File: config.mk
export PLATFORM = sky130hd
export DESIGN_NAME = frame_serializer
export DESIGN_NICKNAME = d
export VERILOG_FILES = /design/src/rtl/frame_serializer.sv
export SDC_FILE = /design/constraint.sdc
export NUM_CORES = 1
export LEC_CHECK = 0
export BUFFER_PORTS_ARGS = -buffer_cell sky130_fd_sc_hd__buf_2
export CORE_MARGIN = 2
export CORE_UTILIZATION = 63
export DETAILED_ROUTE_END_ITERATION = 10
export GPL_TIMING_DRIVEN = 1
export PLACE_DENSITY = 0.91
export SLEW_MARGIN = 25
export SYNTH_ARGS = -nofsm -noshare
export SYNTH_HDL_FRONTEND = slang
export SYNTH_SLANG_ARGS = --single-unit
File: constraint.sdc
create_clock -name clk -period 8.4 [get_ports clk]
set_clock_uncertainty 0.2 [all_clocks]
set_input_delay 0.84 -clock clk [delete_from_list [all_inputs] [get_ports clk]]
set_output_delay 0.84 -clock clk [all_outputs]
set_load 0.05 [all_outputs]
File: src/rtl/frame_serializer.sv
// Captures a 10x20 game frame and shifts it row-major into a daisy-chained
// LED driver, double-buffering frames that arrive mid-transfer.
package game_state_pkg;
    localparam int GAME_COLS = 10;
    localparam int GAME_ROWS = 20;

    typedef struct packed {
        logic [GAME_COLS-1:0][GAME_ROWS-1:0] screen;
        logic [15:0]                         score;
        logic [3:0]                          level;
        logic                                game_over;
    } game_state_t;
endpackage

module frame_serializer
    import game_state_pkg::*;
#(
    parameter int CLK_DIV = 4,
    parameter int N_COLS  = 10,
    parameter int N_ROWS  = 20
) (
    input  logic        clk,
    input  logic        reset,
    input  logic        GAME_new_frame_ready,
    input  game_state_t GAME_next_frame,
    output logic        DISP_sdata,
    output logic        DISP_sclk,
    output logic        DISP_latch,
    output logic        DISP_busy,
    output logic        DISP_frame_done
);

    localparam int CW = (N_COLS > 1) ? $clog2(N_COLS) : 1;
    localparam int RW = (N_ROWS > 1) ? $clog2(N_ROWS) : 1;
    localparam logic [CW-1:0] COL_LAST = CW'(N_COLS - 1);
    localparam logic [RW-1:0] ROW_LAST = RW'(N_ROWS - 1);
    localparam logic [7:0]    DIV_LAST = 8'(CLK_DIV - 1);

    typedef logic [N_COLS-1:0][N_ROWS-1:0] screen_t;

    typedef enum logic [1:0] {
        IDLE,
        SHIFT_LO,
        SHIFT_HI,
        LATCH
    } state_e;

    state_e        state_q, state_d;
    logic [CW-1:0] col_q, col_d;
    logic [RW-1:0] row_q, row_d;
    logic [7:0]    div_q, div_d;
    logic          pend_q, pend_d;
    screen_t       act_q, act_d;
    screen_t       pbuf_q, pbuf_d;
    logic          sdata_q, sdata_d;
    logic          sclk_q, sclk_d;
    logic          latch_q, latch_d;
    logic          busy_q, busy_d;
    logic          done_q, done_d;
    logic          div_last;

    // Only the screen is displayed; the remaining fields are ignored.
    logic unused_fields;
    assign unused_fields = ^{GAME_next_frame.score,
                             GAME_next_frame.level,
                             GAME_next_frame.game_over};

    always_comb begin
        state_d  = state_q;
        col_d    = col_q;
        row_d    = row_q;
        pend_d   = pend_q;
        act_d    = act_q;
        pbuf_d   = pbuf_q;
        div_last = (div_q == DIV_LAST);

        unique case (state_q)
            IDLE: begin
                if (GAME_new_frame_ready) begin
                    act_d   = GAME_next_frame.screen;
                    col_d   = '0;
                    row_d   = '0;
                    state_d = SHIFT_LO;
                end else if (pend_q) begin
                    act_d   = pbuf_q;
                    pend_d  = 1'b0;
                    col_d   = '0;
                    row_d   = '0;
                    state_d = SHIFT_LO;
                end
            end
            SHIFT_LO: begin
                if (div_last) state_d = SHIFT_HI;
            end
            SHIFT_HI: begin
                if (div_last) begin
                    if (col_q == COL_LAST && row_q == ROW_LAST) begin
                        state_d = LATCH;
                    end else begin
                        state_d = SHIFT_LO;
                        if (col_q == COL_LAST) begin
                            col_d = '0;
                            row_d = row_q + RW'(1);
                        end else begin
                            col_d = col_q + CW'(1);
                        end
                    end
                end
            end
            LATCH: begin
                if (div_last) state_d = IDLE;
            end
            default: state_d = IDLE;
        endcase

        // The active buffer stays frozen; late arrivals overwrite pending.
        if (state_q != IDLE && GAME_new_frame_ready) begin
            pbuf_d = GAME_next_frame.screen;
            pend_d = 1'b1;
        end

        div_d = (state_d != state_q) ? 8'd0 : div_q + 8'd1;

        sclk_d  = (state_d == SHIFT_HI);
        latch_d = (state_d == LATCH);
        busy_d  = (state_d != IDLE);
        done_d  = (state_q == LATCH) && (state_d == IDLE);
        sdata_d = 1'b0;
        if (state_d == SHIFT_LO) begin
            sdata_d = act_d[col_d][row_d];
        end else if (state_d == SHIFT_HI) begin
            sdata_d = sdata_q;
        end
    end

    always_ff @(posedge clk) begin
        if (reset) begin
            state_q <= IDLE;
            col_q   <= '0;
            row_q   <= '0;
            div_q   <= '0;
            pend_q  <= 1'b0;
            act_q   <= '0;
            pbuf_q  <= '0;
            sdata_q <= 1'b0;
            sclk_q  <= 1'b0;
            latch_q <= 1'b0;
            busy_q  <= 1'b0;
            done_q  <= 1'b0;
        end else begin
            state_q <= state_d;
            col_q   <= col_d;
            row_q   <= row_d;
            div_q   <= div_d;
            pend_q  <= pend_d;
            act_q   <= act_d;
            pbuf_q  <= pbuf_d;
            sdata_q <= sdata_d;
            sclk_q  <= sclk_d;
            latch_q <= latch_d;
            busy_q  <= busy_d;
            done_q  <= done_d;
        end
    end

    assign DISP_sdata      = sdata_q;
    assign DISP_sclk       = sclk_q;
    assign DISP_latch      = latch_q;
    assign DISP_busy       = busy_q;
    assign DISP_frame_done = done_q;

endmodule

==> reports/qor.txt <==
Comb pwr share - 13.6%
# DRC - 0
Clock transition at the registers of the reported paths - 0.06 ns
Via density - 6.24
ANT nets after route - 0
Top Ports - 229
Final Wtd Congestion - 0.901
Most frequently used flop master after synthesis - dfxtp_1
Synth area leader - dfxtp_1
CP startpoint - row_q[0]
Setup tns final - 0 ns
Top-area cell type share of the netlist area - 44.1%
Wire per inst - 19.9 µm
Die height - 179 µm
CTS Root Cell - clkbuf_16
Power Density - 222 nW/µm²
Yosys reg bits - 425
Initial antenna violation count - 9
Tmin final - 5.16 ns
Syn Inst Count - 2,148
Relative slew slack - 19.9%
Post-DP HPWL - 33,900 µm
Hold bufs inserted after CTS - 0
Final slew viol count - 0
CTS tree - built
Most frequent cell after synthesis - nor2_1
Largest net degree at the start of global routing - 243
CP Class - flop to flop
Post-Syn Nets - 2,377
Crit path max fanout - 45
Synth top area cells - dfxtp_1, mux2i_1, nor2_1
P_sw - 1.27 mW
Worst-margin pin slew - 1.20 ns
Via count - 16,700
Placed cell area - 20,300 µm²
Fmax - 194 MHz
Worst skew pair latency - 0.55 ns
RR Startpoint - row_q[0]
Crit-path leading delay family - compound AO/OA/AOI/OAI gates
Starting Density - 63.6%
Crit end category - flop
Total Routed Length - 53,500 µm
RR Endpoint - DISP_sdata
Design area - 21,800 µm²
Syn. warnings - 0
Crit-path most repeated cell - o211ai_1
Tot GR Track Use - 32.0%
Status - complete, no violations
Full die area - 32,100 µm²
RSZ-0062 raised after global routing - false
# resized after CTS - 0
Synth Area per Inst - 8.99 µm²
Cells on worst reg2reg path - 11
Register area share after synthesis - 44.1%
Max cap viols - 0
Synthesized area - 19,300 µm²
Vias in the first global route - 16,000
First-pass GRT wire length - 81,400 µm
Layout cell share with drive strength beyond 1 - 14.7%
H-tree depth - 2
Post-CTS Setup Bufs - 0
Core area - 30,300 µm²
Hold Path Class - flop to flop
DP Cell Count - 2,594
Crit path to - DISP_sdata
WP data required - 8.70 ns
Syn-to-layout area delta - 12.9%
Leak Pwr - 8.73 nW
Post-synth EDFFs - 0
Post-synth ARST share - 0%
Num CTS Buffers - 43
Multi-input gate area - 10,000 µm²
Row count - 64
Cell Int Power - 3.57 mW
R2r setup slk - 3.24 ns
Yosys cell types - 73
PortBufs - 207
Final std cells w/o fill - 2,680
Final nets - 2,473
Fillers - 2,075
Sw frac - 26.3%
CP peak stage delay - 0.67 ns
Synth cell count leaders - nor2_1, dfxtp_1, mux2i_1, a211oi_1, a21oi_1
Worst EP arrival - 5.45 ns
Peak supply drop - 0.000212 V
Fin crit share - 61.4%
Gr ovfl total - 0
Hold Vio Cnt, Final - 0
Die width - 179 µm
Register area - 8510 µm²
CP bufs+invs - 1
Initial DRC count - 1,818
Clock Power Share - 40.6%
Crit path cell chain - ha_1 -> or4bb_1 -> o211ai_1 -> a311o_2 -> buf_4 -> mux4_2 -> o21ai_0 -> a2bb2oi_1 -> o211ai_1 -> a21oi_1 -> a221o_1
Clock Tree Buf Depth - 3
Pre-antenna DRT Iters - 9
Startpoint types - flop
Final setup viols - 0
Cell count along the critical path - 11
CP max-delay cell - a311o_2
Sequential power share - 45.9%
Fin Hold WS - 0.277 ns
Clock Sink Count - 425
-- worst register-to-register path, stage by stage (launching register included) --
cell and delay, ns:
dfxtp_1 0.54, ha_1 0.28, or4bb_1 0.60, o211ai_1 0.37
a311o_2 0.68, buf_4 0.66, mux4_2 0.71, o21ai_0 0.25
a2bb2oi_1 0.39, o211ai_1 0.14, a21oi_1 0.16, a221o_1 0.12
-- flip-flops by register name (all words and copies together) (netlist names) --
register / count
pbuf_q: 200
state_q: 2
div_q: 8
DISP_sclk: 1
DISP_sdata: 1
DISP_busy: 1
pend_q: 1
act_q: 200
DISP_frame_done: 1
col_q: 4
DISP_latch: 1
row_q: 5
-- routing by layer --
layer	vias to the layer above	track usage, %	wire, µm
met4	0	14.9	2130
li1	7749	-	-
met5	-	0	0
met2	792	53.6	25800
met3	156	4.81	4280
met1	8027	40.7	21300
-- cell families after synthesis --
| family | after synthesis | synth area share (%) |
|---|---|---|
| AO/OA/AOI/OAI | 343 | 12.0 |
| AND/OR/NAND/NOR | 753 | 16.4 |
| XOR/XNOR | 10 | 0.454 |
| flip-flops | 425 | 44.1 |
| buffers and inverters | 190 | 4.32 |
| adder cells (fa/ha/maj) | 5 | 0.324 |
| multiplexers | 422 | 22.4 |
-- power groups by stage --
stage	Combinational (mW)	Sequential, mW	Clock [mW]
floorplan	0.456	2.24	0
global placement	0.608	2.25	0
detailed placement	0.634	2.26	0
CTS	0.645	2.22	1.97
global route	0.711	2.23	2.05
finish	0.658	2.22	1.97
-- final cells by class --
class                           count  share of cell area [%]
Antenna cell                       10                   0.115
Clock buffer                       63                    5.94
Clock inverter                     12                   0.706
Inverter                           11                   0.189
Multi-Input combinational cell   1533                    45.9
Sequential cell                   425                    39.0
Tap cell                          396                    2.27
Timing Repair Buffer              230                    5.84
-- per-stage QoR --
step | util, % | setup slack, ns | total power [mW]
after floorplan | - | 4.80 | 2.70
after global placement | 66.9 | 3.00 | 2.86
after detailed placement | 66.9 | 2.98 | 2.90
after CTS | 71.7 | 3.39 | 4.83
after global routing | 71.8 | 3.01 | 5.00
final | 71.8 | 3.24 | 4.85
-- cells in the final DEF, fill, tap and decap left out, types with 21 or more instances in the layout --
| master | n |
|---|---|
| a211oi_1 | 131 |
| a21oi_1 | 100 |
| buf_2 | 205 |
| clkbuf_16 | 45 |
| dfxtp_1 | 425 |
| mux2i_1 | 410 |
| nand2_1 | 92 |
| nand3_1 | 21 |
| nor2_1 | 515 |
| nor3_1 | 55 |
| o21ai_0 | 29 |
-- how the worst min path moves through the flow --
stage          startpoint    endpoint  slack (ns)  cells after the start
4_1_cts         act_q[64]   act_q[64]        0.28                      2
5_1_grt         act_q[36]   act_q[36]        0.31                      2
3_5_place_dp   act_q[169]  act_q[169]        0.27                      2
2_1_floorplan    div_q[0]    div_q[0]        0.24                      1
3_3_place_gp     act_q[2]    act_q[2]        0.25                      2
6_report       act_q[169]  act_q[169]        0.28                      2
No activity file was read; power rests on OpenSTA's default activity.
